File: src/rtl/glitch_pulse_sequencer.sv
// glitch_pulse_sequencer: armed trigger-edge to delayed glitch pulse train.
// Optional arm-to-trigger timeout enabled by defining GLITCH_TRIG_TIMEOUT_EN.
module glitch_pulse_sequencer #(
   parameter int DELAY_W        = 32,
   parameter int WIDTH_W        = 16,
   parameter int REP_W          = 8,
   parameter int SYNC_STAGES    = 2,
   parameter int TIMEOUT_CYCLES = 50_000_000
) (
   input  logic               clk,
   input  logic               rst_n,
   input  logic               arm_i,
   input  logic               abort_i,
   input  logic               trigger_i,
   input  logic [1:0]         edge_sel_i,
   input  logic [DELAY_W-1:0] delay_i,
   input  logic [WIDTH_W-1:0] width_i,
   input  logic [WIDTH_W-1:0] gap_i,
   input  logic [REP_W-1:0]   repeat_i,
   output logic               pulse_o,
   output logic               armed_o,
   output logic               busy_o,
   output logic               done_o,
   output logic               timeout_o
);

   localparam int CNT_W = (DELAY_W > WIDTH_W) ? DELAY_W : WIDTH_W;

   typedef enum logic [2:0] {
      S_IDLE,
      S_ARMED,
      S_DELAY,
      S_PULSE,
      S_GAP,
      S_DONE
   } state_t;

   state_t state, state_n;

   logic [SYNC_STAGES-1:0] sync_q;
   logic                   edge_q;
   logic                   trig_s;
   logic                   rise;
   logic                   fall;
   logic                   edge_hit;
   logic                   arm_ok;

   logic [1:0]         cfg_edge;
   logic [DELAY_W-1:0] cfg_delay;
   logic [WIDTH_W-1:0] cfg_width;
   logic [WIDTH_W-1:0] cfg_gap;
   logic [REP_W-1:0]   cfg_rep;

   logic [CNT_W-1:0] cnt, cnt_n;
   logic [CNT_W-1:0] width_ld;
   logic [CNT_W-1:0] gap_ld;
   logic [REP_W-1:0] rep, rep_n;

`ifdef GLITCH_TRIG_TIMEOUT_EN
   logic [31:0] tcnt, tcnt_n;
   logic        to_n;
   logic        timeout_q;
   assign timeout_o = timeout_q;
`else
   assign timeout_o = 1'b0;
`endif

   assign trig_s   = sync_q[SYNC_STAGES-1];
   assign rise     = trig_s & ~edge_q;
   assign fall     = ~trig_s & edge_q;
   assign arm_ok   = (state == S_IDLE) && arm_i && !abort_i;
   assign width_ld = (cfg_width == '0) ? CNT_W'(1) : CNT_W'(cfg_width);
   assign gap_ld   = (cfg_gap == '0) ? CNT_W'(1) : CNT_W'(cfg_gap);

   always_comb begin
      edge_hit = rise;
      case (cfg_edge)
         2'b01:   edge_hit = fall;
         2'b10:   edge_hit = rise | fall;
         default: edge_hit = rise;
      endcase
   end

   always_comb begin
      state_n = state;
      cnt_n   = cnt;
      rep_n   = rep;
`ifdef GLITCH_TRIG_TIMEOUT_EN
      tcnt_n  = tcnt;
      to_n    = 1'b0;
`endif
      unique case (state)
         S_IDLE: begin
            if (arm_ok) begin
               state_n = S_ARMED;
`ifdef GLITCH_TRIG_TIMEOUT_EN
               tcnt_n  = '0;
`endif
            end
         end
         S_ARMED: begin
            if (edge_hit) begin
               rep_n = (cfg_rep == '0) ? REP_W'(1) : cfg_rep;
               if (cfg_delay == '0) begin
                  state_n = S_PULSE;
                  cnt_n   = width_ld;
               end else begin
                  state_n = S_DELAY;
                  cnt_n   = CNT_W'(cfg_delay);
               end
            end
`ifdef GLITCH_TRIG_TIMEOUT_EN
            else if (tcnt >= 32'(TIMEOUT_CYCLES - 1)) begin
               state_n = S_IDLE;
               to_n    = 1'b1;
            end else begin
               tcnt_n = tcnt + 32'd1;
            end
`endif
         end
         S_DELAY: begin
            if (cnt <= CNT_W'(1)) begin
               state_n = S_PULSE;
               cnt_n   = width_ld;
            end else begin
               cnt_n = cnt - CNT_W'(1);
            end
         end
         S_PULSE: begin
            if (cnt > CNT_W'(1)) begin
               cnt_n = cnt - CNT_W'(1);
            end else if (rep <= REP_W'(1)) begin
               state_n = S_DONE;
            end else begin
               state_n = S_GAP;
               cnt_n   = gap_ld;
               rep_n   = rep - REP_W'(1);
            end
         end
         S_GAP: begin
            if (cnt <= CNT_W'(1)) begin
               state_n = S_PULSE;
               cnt_n   = width_ld;
            end else begin
               cnt_n = cnt - CNT_W'(1);
            end
         end
         S_DONE: state_n = S_IDLE;
         default: state_n = S_IDLE;
      endcase
      // abort beats every other transition, including a same-cycle arm
      if (abort_i && state != S_IDLE) begin
         state_n = S_IDLE;
`ifdef GLITCH_TRIG_TIMEOUT_EN
         to_n    = 1'b0;
`endif
      end
   end

   always_ff @(posedge clk or negedge rst_n) begin
      if (!rst_n) begin
         state     <= S_IDLE;
         sync_q    <= '0;
         edge_q    <= 1'b0;
         cfg_edge  <= '0;
         cfg_delay <= '0;
         cfg_width <= '0;
         cfg_gap   <= '0;
         cfg_rep   <= '0;
         cnt       <= '0;
         rep       <= '0;
         pulse_o   <= 1'b0;
         armed_o   <= 1'b0;
         busy_o    <= 1'b0;
         done_o    <= 1'b0;
`ifdef GLITCH_TRIG_TIMEOUT_EN
         tcnt      <= '0;
         timeout_q <= 1'b0;
`endif
      end else begin
         state  <= state_n;
         sync_q <= {sync_q[SYNC_STAGES-2:0], trigger_i};
         edge_q <= trig_s;
         cnt    <= cnt_n;
         rep    <= rep_n;
         if (arm_ok) begin
            cfg_edge  <= edge_sel_i;
            cfg_delay <= delay_i;
            cfg_width <= width_i;
            cfg_gap   <= gap_i;
            cfg_rep   <= repeat_i;
         end
         pulse_o <= (state_n == S_PULSE);
         armed_o <= (state_n == S_ARMED);
         busy_o  <= (state_n == S_ARMED) || (state_n == S_DELAY) ||
                    (state_n == S_PULSE) || (state_n == S_GAP);
         done_o  <= (state_n == S_DONE);
`ifdef GLITCH_TRIG_TIMEOUT_EN
         tcnt      <= tcnt_n;
         timeout_q <= to_n;
`endif
      end
   end

endmodule

File: config.mk
export PLATFORM = sky130hd
export DESIGN_NAME = glitch_pulse_sequencer
export DESIGN_NICKNAME = d
export VERILOG_FILES = /design/src/rtl/glitch_pulse_sequencer.sv
export SDC_FILE = /design/constraint.sdc
export NUM_CORES = 1
export LEC_CHECK = 0
export ABC_AREA = 1
export CAP_MARGIN = 20
export CORE_MARGIN = 5
export CORE_UTILIZATION = 44
export DETAILED_ROUTE_END_ITERATION = 8
export GPL_ROUTABILITY_DRIVEN = 0
export PLACE_DENSITY = 0.75
export SLEW_MARGIN = 20
export SYNTH_ARGS = -nofsm -noshare
export SYNTH_HDL_FRONTEND = slang
export SYNTH_SLANG_ARGS = --single-unit
File: constraint.sdc
create_clock -name clk -period 2.03 [get_ports clk]
set_input_delay 0.5075 -clock clk [delete_from_list [all_inputs] [get_ports clk]]
set_output_delay 0.5075 -clock clk [all_outputs]
set_load 0.005 [all_outputs]
======== Word level (Yosys, flattened, before mapping) ========
Cells that the tools add are included.
word-level totals
  register bits after elaboration ......... 124
  input bits .............................. 79
operators by class
  add/subtract/negate cells ............... 2
  $lt $le $gt $ge ......................... 3
  eq/ne operators ......................... 15
  multiplexer cells ....................... 22
  bitwise gates (word level) .............. 5
  reductions and logical operators ........ 18
operator list
  operator                 number
  $mux W32                 5
  $pmux W32 S3             1
  $gt A32 B1 Y1 const B    1
  $le A32 B1 Y1 const B    1
  $logic_not A16 Y1        2
  $logic_not A32 Y1        1
  $mux W16                 2
  $mux W8                  4
  $sub A32 B1 Y32 const B  1
  $pmux W8 S2              1
  $mux W3                  5
  $eq A3 B2 Y1 const B     4
  $pmux W3 S4              1
  $eq A3 B3 Y1 const B     3
  $le A8 B1 Y1 const B     1
  $logic_not A8 Y1         1
  $sub A8 B1 Y8 const B    1
  $eq A3 B1 Y1 const B     2
  $ne A2 B2 Y1 const B     3
  $reduce_bool A3 Y1       2
  $reduce_and A4 Y1        1
  $logic_and A1 B1 Y1      3
  $logic_not A3 Y1         1
  $logic_or A1 B1 Y1       3
  other kinds (12)         15

======== Depth between registers and ports, before layout ========
Gate-level depths: netlist of run 1.
  depth after elaboration ................. 11
  depth in mapped cells ................... 16

======== Worst setup path before layout of run 1 ========
No wires, ideal clock.
  path kind ............................... register -> register
  from .................................... reg cnt[0]
  to ...................................... reg cnt[20]
  setup time .............................. 0.123 ns
  data arrival time ....................... 1.655 ns
  setup slack ............................. 0.251 ns
  stages on the path, launching flop included .. 13
  path buffers ............................ 1
  clock period less this slack ............ 1.779 ns
  cells stage by stage .................... dfrtp_1 > inv_1 > ha_1 > nand2_2 > nor2_4 > nand2_4 > nand2_4 > nand2_4 > nand2_8 > inv_4 > buf_6 > a22oi_1 > o21ai_1
between the ends
  longest elaborated chain between the ends .. 3
RTL lines
  what                                                      RTL line       source
  from (decl)                                               54             logic [CNT_W-1:0] cnt, cnt_n;
  from (signal assigned)                                    184            cnt <= cnt_n;
  $sub A32 B1 Y32 (tied with other cells)                   126, 131, 145
  $mux W32 (tied with other cells)                          122, 141
  $pmux W32 S3 / $reduce_and A3 Y1 (equally long branches)  --
Parallel ways exist; a longest one is shown, timed or not.
A chain may end at the register's enable or synchronous reset.

======== Worst setup path after layout of run 1 ========
  from .................................... reg cnt[0]
  to ...................................... reg cnt[6]
Same word-level chain as after synthesis.

==> results of run 1 <==
[stage by stage]
stage                     utilization (%)  worst slack, ns  std cells  hold WS, ns  area, µm²
after floorplan                         -           0.2513        854       0.2119       6844
after global placement              53.26         -0.07838       1150       0.3333       8127
after detailed placement            53.26          -0.1317       1150       0.3426       8127
after CTS                           57.22        -0.001169       1180     0.006932       8731
after global routing                58.02         -0.03268       1183      0.02254       8852
final                               58.02           0.1019       1183     0.005577       8852
[report_power, final]
| part | leakage [nW] | internal, mW | switching (mW) |
|---|---|---|---|
| combinational | 2.38 | 2.37 | 3.26 |
| clock | 0.301 | 2.03 | 1.06 |
| sequential | 1.42 | 3.67 | 0.950 |
[cell families (layout without fill, tap and decap cells)]
family | count (synthesis) | in the layout | synth area share, %
xor gates and xnor gates | 19 | 19 | 2.431
AOI/OAI and AO/OA | 178 | 178 | 14.04
muxes | 26 | 26 | 4.278
buffers and inverters | 138 | 256 | 8.482
and+or+nand+nor | 360 | 360 | 23.91
adders and majority gates | 8 | 8 | 1.463
DFF | 124 | 124 | 45.34
other | 1 | 1 | 0.05479
[flip-flops by register name, indices dropped and copies added (netlist names)]
register	flops
state	3
cfg_gap	16
rep	8
sync_q	2
edge_q	1
pulse_o	1
cfg_edge	2
busy_o	1
done_o	1
cfg_delay	32
cnt	32
armed_o	1
cfg_width	16
cfg_rep	8
[layout by cell type (no fill, tap or decap), types with 2 or more instances in the layout]
cell	netlist	routed
nand3_1	31	31
inv_2	4	5
a21oi_1	87	86
nor3_1	8	6
o21ai_0	38	33
ha_1	8	7
clkbuf_8	0	4
inv_1	102	99
dfrtp_1	124	124
nor2_4	4	8
clkdlybuf4s50_1	0	81
nand4_1	11	11
buf_4	3	25
mux2_2	26	26
clkbuf_16	0	19
a22oi_1	10	10
nand2_1	131	130
o21bai_1	2	2
nand2_4	6	7
nor2_2	12	8
nor3_2	0	2
o211ai_1	2	2
nor2_1	137	137
nor4_1	3	3
nand2_2	6	6
a31oi_1	3	3
o22ai_1	17	17
bufinv_16	0	3
o21ai_1	16	20
nand3b_1	4	4
buf_12	0	10
xor2_1	19	19
nand3_2	4	4
o21ai_2	1	2
clkinv_2	0	5
[synthesized netlist by cell type]
| cell type | instances |
|---|---|
| inv_1 | 102 |
| buf_2 | 15 |
| nand2_2 | 6 |
| clkbuf_1 | 4 |
| o21ai_0 | 38 |
| nor3_1 | 8 |
| nor2_1 | 137 |
| inv_4 | 1 |
| buf_4 | 3 |
| mux2_2 | 26 |
| nor2_2 | 12 |
| o22ai_1 | 17 |
| nand2_1 | 131 |
| o211ai_1 | 2 |
| o21a_1 | 1 |
| inv_2 | 4 |
| nor2_4 | 4 |
| a22oi_1 | 10 |
| o21ai_1 | 16 |
| nor2_8 | 1 |
| a21oi_1 | 87 |
| nand2_8 | 1 |
| nand3_2 | 4 |
| nand4_2 | 1 |
| nand2_4 | 6 |
| conb_1 | 1 |
| a2bb2oi_1 | 1 |
| buf_6 | 4 |
| buf_1 | 4 |
| nand3b_1 | 4 |
| dfrtp_1 | 124 |
| xor2_1 | 19 |
| nand3_1 | 31 |
| clkinv_1 | 1 |
| nor4_1 | 3 |
| o21bai_1 | 2 |
| ha_1 | 8 |
| nand4_1 | 11 |
| o21ai_2 | 1 |
| a31oi_1 | 3 |
[worst max-delay path by stage]
stage,cells past startpoint,startpoint,endpoint
floorplan,12,cnt[0],cnt[20]
detailed placement,14,sync_q[1],cnt[1]
finish,12,cnt[0],cnt[6]
CTS,14,sync_q[1],cnt[1]
global placement,14,sync_q[1],cnt[1]
global route,12,cnt[0],cnt[6]
[metal layers]
metal	vias up	track usage, %	wire length [µm]
li1	3001	-	-
met1	2917	25.43	7521
met2	208	33.77	8984
met3	42	4.955	1097
met4	0	6.900	433
met5	-	0	0
[area by class of cell]
type                       count  area share [%]
multi-input combinational    592           36.35
sequential                   124           35.05
inverter                     108           4.735
clock buffer                  22           5.470
clock inverter                 8           1.300
timing repair buffer         118           14.11
tap                          211           2.982
[worst max-delay path, cell delays in order (launching register included)]
cell and delay (ns):
dfrtp_1 0.41, inv_2 0.11, ha_4 0.16, nand2_2 0.07, nor2_4 0.16, nand2_4 0.07
nand2_4 0.09, nand2_4 0.13, nand2_8 0.11, buf_12 0.13, o21ai_0 0.07, o21ai_0 0.19
o21ai_1 0.10
[repair_timing]
item	CTS	global route
pin swaps	0	1
setup buffers	0	1
hold buffers	0	0
cloned	0	2
gates resized for setup	2	21
endpoints found under the setup margin	20	37
==> metrics.md, run 1 <==
| Metric | Value |
|---|---|
| HP Class | `input port to asynchronous set/reset pin` |
| Endpoints failing hold | `0` |
| Post-Syn Instances | `854` |
| Number of global-route vias before repair | `6,167` |
| Total of max-cap violations | `0` |
| Flop2flop setup slack | `0.10 ns` |
| Routed WL per cell | `15.25 µm` |
| Synth cell types | `40` |
| Initial antenna violation count | `0` |
| Share of cells above drive strength 1 | `14.61%` |
| Mean Syn Cell Area | `8.014 µm²` |
| Num CTS Buffers | `17` |
| Synthesized Nets | `941` |
| Post-DP HPWL | `13,090 µm` |
| Post-route ant nets | `0` |
| Worst-Skew Late Latency | `0.42 ns` |
| Worst EP arrival | `2.22 ns` |
| Fin crit period | `1.928 ns` |
| GRT Overall Usage | `20.12%` |
| Gr ovfl total | `0` |
| Layout area overhead | `29.34%` |
| Die ar. | `18,150 µm²` |
| FF/Latch Area | `3103 µm²` |
| Filler Cells Inserted | `1,328` |
| Antenna fix cells | `0` |
| Worst Reg-to-Reg Cells | `12` |
| Routed via count | `6,168` |
| Area contributors post-synth | `dfrtp_1 (45%), nor2_1 (7.5%), nand2_1 (7.2%), a21oi_1 (6.4%), inv_1 (5.6%)` |
| Pwr per Cell Area | `1508 nW/µm²` |
| Core footprint | `15,260 µm²` |
| Buffers on Ports | `82` |
| Root Buffer | `clkbuf_16` |
| Req. time, crit path | `2.33 ns` |
| # IOs | `84` |
| DRT iter0 DRCs | `440` |
| Synth warn | `0` |
| Clk slew on worst S/H paths | `0.06 ns` |
| Drt first pass iters | `5` |
| Site Rows | `45` |
| Maximum vdd drop | `0.7162 mV` |
| DRT Wirelength | `18,040 µm` |
| CP Capture Type | `flip-flop` |
| Avg Vias per Cell | `5.214` |
| Seq/Total Area, Yosys | `45.34%` |
| Top-area cell type share of the netlist area | `45.34%` |
| Biggest area consumer among synthesized cells | `dfrtp_1` |
| Clock skew | `0.005776 ns` |
| Slew Limit Fails | `0` |
| Synth Register Bits | `124` |
| Worst r2r dst | `cnt[6]` |
| Initial core utilization | `44.85%` |
| Syn Std Cell Area | `6844 µm²` |
| Final nets | `1,048` |
| Outcome | `finished, final reports clean` |
| Largest net degree at the start of global routing | `46` |
| Setup TNS | `0 ns` |
| # clock sinks | `124` |
| Reg2reg start | `cnt[0]` |
| Final Cycle Share | `94.98%` |
| Max Root-Sink Buffers | `2` |
| Htree depth | `4` |
| Total power | `13.35 mW` |
| Multi-input gate area | `3218 µm²` |
| CP Max Fanout | `11` |
| CTS tree | `yes` |
| Startpoint class of the critical path | `flip-flop` |
| P_leak | `4.104 nW` |
| First-pass GRT wire length | `29,300 µm` |
| Die Width | `134.7 µm` |
| Critical path class | `flip-flop to flip-flop` |
| Final setup violation count | `0` |
| Fmax achieved | `518.6 MHz` |
| Die Y | `134.7 µm` |
| DR DRC count | `0` |
No activity file was read; power rests on OpenSTA's default activity.
==> run 2, diff against run 1 <==
- PLACE_DENSITY: 0.75 -> 0.72
- clock period: 2.03 -> 1.95 ns (I/O delays scaled with it)
==> metrics.md, run 2 (synthesis results as in run 1) <==
| Metric | Value |
|---|---|
| Outcome | `finished, final reports clean` |
| Critical path class | `flip-flop to flip-flop` |
| Root Buffer | `clkbuf_16` |
| Pwr per Cell Area | `1620 nW/µm²` |
| Largest registers | `cfg_delay: 32 flops, cnt: 32 flops` |
| Site Rows | `45` |
| Post-route insts no fill | `1,201` |
| Largest net degree at the start of global routing | `125` |
| HP Class | `input port to asynchronous set/reset pin` |
| CP Capture Type | `flip-flop` |
| DRT iter0 DRCs | `519` |
| Share of cells above drive strength 1 | `18.48%` |
| Antenna fix cells | `0` |
| Drt first pass iters | `5` |
| DR DRC count | `0` |
| Worst setup margin | `0.02100 ns` |
| First-pass GRT wire length | `29,790 µm` |
| Commonest cells after routing, fill and taps aside | `nor2_1 (132), nand2_1 (124), dfrtp_1 (123)` |
| Commonest non-fill, non-tap cell in the layout | `nor2_1` |
| Max Root-Sink Buffers | `2` |
| Worst Reg-to-Reg Cells | `10` |
| Htree depth | `4` |
| Worst EP arrival | `2.24 ns` |
| Placed Cells | `1,162` |
| Fin crit period | `1.929 ns` |
| Fmax achieved | `518.4 MHz` |
| Num CTS Buffers | `17` |
| GRT Overall Usage | `20.44%` |
| Slew Limit Fails | `0` |
| Die Y | `134.7 µm` |
| Post-DP HPWL | `12,980 µm` |
| Req. time, crit path | `2.26 ns` |
| WHS | `0.1424 ns` |
| Number of global-route vias before repair | `6,199` |
| P_leak | `4.222 nW` |
| Core footprint | `15,260 µm²` |
| Post-route ant nets | `0` |
| CTS tree | `yes` |
| Reg2reg start | `cnt[12]` |
| DRT Wirelength | `18,770 µm` |
| CP Max Fanout | `7` |
| Final nets | `1,064` |
| RSZ-0062 raised after global routing | `yes` |
| Buffers on Ports | `82` |
| Final Cycle Share | `98.92%` |
| # IOs | `84` |
| Initial antenna violation count | `0` |
| Routed WL per cell | `15.63 µm` |
| Layout area overhead | `33.91%` |
| Setup Slack @ Placement | `-0.1573 ns` |
| Initial core utilization | `44.85%` |
| Routed via count | `6,289` |
| Die ar. | `18,150 µm²` |
| Startpoint class of the critical path | `flip-flop` |
| Clock skew | `0.008071 ns` |
| Crit. Startpoint | `cnt[12]` |
| Setup TNS | `0 ns` |
| # clock sinks | `124` |
| Total power | `14.85 mW` |
| Worst-Margin Slew | `0.6869 ns` |
| Max-slew headroom | `54.21%` |
| Worst-Skew Late Latency | `0.43 ns` |
| Maximum vdd drop | `0.8500 mV` |
| Clk slew on worst S/H paths | `0.06 ns` |
| Gr ovfl total | `0` |
| Die Width | `134.7 µm` |
| Avg Vias per Cell | `5.236` |
| Total of max-cap violations | `0` |
| Final setup violation count | `0` |
| Endpoints failing hold | `0` |
## run 2: worst paths after layout
| kind | endpoint | slack, ns |
|---|---|---|
| max | cnt[1] | 0.02 |
| min | cfg_delay[14] | 0.14 |
| max reg2reg | cnt[1] | 0.02 |
| min reg2reg | sync_q[1] | 0.37 |
| max in group asynchronous | cfg_delay[0] | 1.27 |
| min in group clk | sync_q[1] | 0.37 |
## run 2: metal layers
metal | part of all wire, % | track usage, % | wire [µm] | vias to the layer above
met5 | 0 | 0 | 0 | -
met4 | 2.6 | 7.636 | 484 | 0
li1 | - | - | - | 3043
met3 | 5.8 | 5.142 | 1083 | 46
met2 | 50 | 33.99 | 9414 | 192
met1 | 41 | 25.77 | 7784 | 3008
## run 2: stage by stage
| step | util (%) | cell area, µm² |
|---|---|---|
| after CTS | 57.74 | 8810 |
| final | 60.07 | 9165 |
| after global routing | 60.07 | 9165 |
| after detailed placement | 53.60 | 8179 |
| after global placement | 53.60 | 8179 |
| after floorplan | - | 6844 |
## run 2: power breakdown
| group | internal, mW | switching [mW] | total, mW |
|---|---|---|---|
| combinational | 2.93 | 3.82 | 6.75 |
| sequential | 3.82 | 0.956 | 4.78 |
| clock | 2.13 | 1.19 | 3.32 |
| total | 8.88 | 5.97 | 14.9 |
## run 2: timing repair
| item | 4_1_cts | 5_1_grt |
|---|---|---|
| hold buffers | 0 | 0 |
| pin swaps | 0 | 13 |
| setup endpoints to repair | 30 | 45 |
| buffers inserted | 0 | 3 |
| cloned | 0 | 4 |
| resized for setup | 4 | 65 |
## run 2: layout make-up
class / count / area [µm²]
clock buffer: 17 / 425.4
tap: 211 / 264.0
clock inverter: 15 / 196.4
fill: 1310 / 6093
multi-input combinational: 592 / 3354
timing repair inverter: 2 / 20.02
timing repair buffer: 132 / 1374
sequential: 124 / 3104
inverter: 108 / 426.7
## run 2: critical path, cell delays in order (launching register included)
cell and delay (ns):
dfrtp_1 0.44, nor2_2 0.19, nand2_1 0.11, nor2_4 0.14
nand2_2 0.09, nand2_4 0.12, nand2_8 0.11, o21ai_0 0.17
o21ai_0 0.17, a21oi_1 0.23, nor2_1 0.06
==> run 3, diff against run 2 <==
- CORE_UTILIZATION: 44 -> 56
- GPL_ROUTABILITY_DRIVEN: 0 -> default
- PLACE_DENSITY: 0.72 -> 0.86
==> metrics.md, run 3 (synthesis results as in run 1) <==
| Metric | Value |
|---|---|
| Outcome | `complete, but fails checks` |
| Failing checks | `negative setup slack` |
| Slew Limit Fails | `0` |
| Commonest cells after routing, fill and taps aside | `nor2_1 (130), nand2_1 (128), dfrtp_1 (121)` |
| GRT Overall Usage | `26.04%` |
| Comb pwr share | `45.6%` |
| CP Capture Type | `flip-flop` |
| Maximum vdd drop | `1.052 mV` |
| Share of cells above drive strength 1 | `17.98%` |
| DR DRC count | `0` |
| CTS tree | `yes` |
| Initial core utilization | `56.98%` |
| Gr ovfl total | `0` |
| Drt first pass iters | `7` |
| Worst setup margin | `-0.08150 ns` |
| Reg power frac | `32.7%` |
| First-pass GRT wire length | `30,170 µm` |
| Core footprint | `12,010 µm²` |
| Root Buffer | `clkbuf_16` |
| Setup Slack @ Placement | `-0.09310 ns` |
| DRT Wirelength | `20,200 µm` |
| Die Width | `120.6 µm` |
| Die ar. | `14,530 µm²` |
| Htree depth | `4` |
| Worst-Skew Late Latency | `0.43 ns` |
| DRT iter0 DRCs | `953` |
| Critical path class | `flip-flop to flip-flop` |
| RSZ-0062 raised after global routing | `yes` |
| Final setup violation count | `6` |
| Number of global-route vias before repair | `6,512` |
| HP Class | `flip-flop to flip-flop` |
| Final nets | `1,053` |
| # clock sinks | `124` |
| Final Cycle Share | `104.2%` |
| Commonest non-fill, non-tap cell in the layout | `nor2_1` |
| Routed via count | `6,663` |
| Post-DP HPWL | `12,510 µm` |
| Fmax achieved | `492.2 MHz` |
| Post-route ant nets | `0` |
| Internal Power | `8.744 mW` |
| Max Root-Sink Buffers | `2` |
| Num CTS Buffers | `17` |
| Clk slew on worst S/H paths | `0.06 ns` |
| # IOs | `84` |
| Total of max-cap violations | `0` |
| Die Y | `120.6 µm` |
| Largest registers | `cfg_delay: 32 flops, cnt: 32 flops` |
| Clock skew | `0.008182 ns` |
| Buffers on Ports | `82` |
| Largest net degree at the start of global routing | `67` |
| Antenna fix cells | `0` |
| Pwr per Cell Area | `1667 nW/µm²` |
| Sw frac | `41.81%` |
| CP Max Fanout | `11` |
| Worst EP arrival | `2.39 ns` |
| P_leak | `4.152 nW` |
| Startpoint class of the critical path | `flip-flop` |
| Initial antenna violation count | `0` |
| Routed WL per cell | `17.94 µm` |
| Req. time, crit path | `2.30 ns` |
| Fin crit period | `2.032 ns` |
| Clock power share | `21.8%` |
| WHS | `0.3593 ns` |
| Endpoints failing hold | `0` |
| Routability cong. | `0.9455` |
| NetSw | `6.283 mW` |
| Layout area overhead | `31.76%` |
| Avg Vias per Cell | `5.917` |
| Site Rows | `40` |
==> run 3: timing repair <==
action / CTS / global route
hold buffers: 1 / 0
setup endpoints to repair: 13 / 42
endpoints found under the hold margin: 2 / 0
buffers inserted: 0 / 3
pin swaps: 0 / 9
gates cloned: 0 / 4
resized for setup: 6 / 72
==> run 3: routing by layer <==
layer	wire, µm	GRT usage [%]	vias to the layer above
met5	0	0	-
met4	1041	10.55	0
met3	2001	6.595	124
met2	9761	44.57	421
met1	7393	31.39	3111
li1	-	-	3007
==> run 3: critical path, cell delays in order (launching register included) <==
cell	delay, ns
dfrtp_1	0.42
nor2_1	0.13
nand2_1	0.09
nor2_1	0.17
nand2_2	0.13
nor2_2	0.14
buf_6	0.18
buf_4	0.15
a21oi_1	0.09
o21ai_0	0.27
o21ai_1	0.10
nand2_1	0.08
==> run 3: final timing paths <==
kind / from / end / slack, ns / cells past startpoint
setup / recovery: cfg_delay[1] / cnt[9] / -0.08 / 11
min in group asynchronous: rst_n / cfg_delay[13] / 0.41 / 2
hold / removal: sync_q[0] / sync_q[1] / 0.36 / 0
max in group asynchronous: rst_n / cnt[20] / 0.98 / 3
hold reg to reg: sync_q[0] / sync_q[1] / 0.36 / 0
setup reg to reg: cfg_delay[1] / cnt[9] / -0.08 / 11
==> run 3: layout make-up <==
cell class / instances / area [µm²]
Clock buffer: 22 / 474.2
Clock inverter: 10 / 137.6
Fill cell: 761 / 2994
Inverter: 108 / 424.2
Multi-Input combinational cell: 592 / 3382
Sequential cell: 124 / 3107
Tap cell: 147 / 183.9
Timing Repair Buffer: 122 / 1297
Timing Repair inverter: 1 / 11.26
==> run 3: per-stage QoR <==
step	TNS [ns]	power [mW]	instances	instance area [µm²]	utilization [%]
global placement	-0.06079	9.886	1086	7996	66.57
CTS	0	13.62	1119	8641	71.94
finish	-0.1971	15.03	1126	9017	75.07
detailed placement	-0.2950	10.14	1086	7996	66.57
global route	-0.9590	15.85	1126	9017	75.07
floorplan	0	8.545	854	6844	-
==> run 3: power by group through the flow <==
| stage | combinational, mW | sequential [mW] | clock (mW) |
|---|---|---|---|
| CTS | 5.55 | 4.77 | 3.29 |
| detailed placement | 5.36 | 4.78 | 0 |
| finish | 6.85 | 4.91 | 3.27 |
| global placement | 5.16 | 4.73 | 0 |
| global route | 7.41 | 5.03 | 3.41 |
| floorplan | 4.04 | 4.50 | 0 |
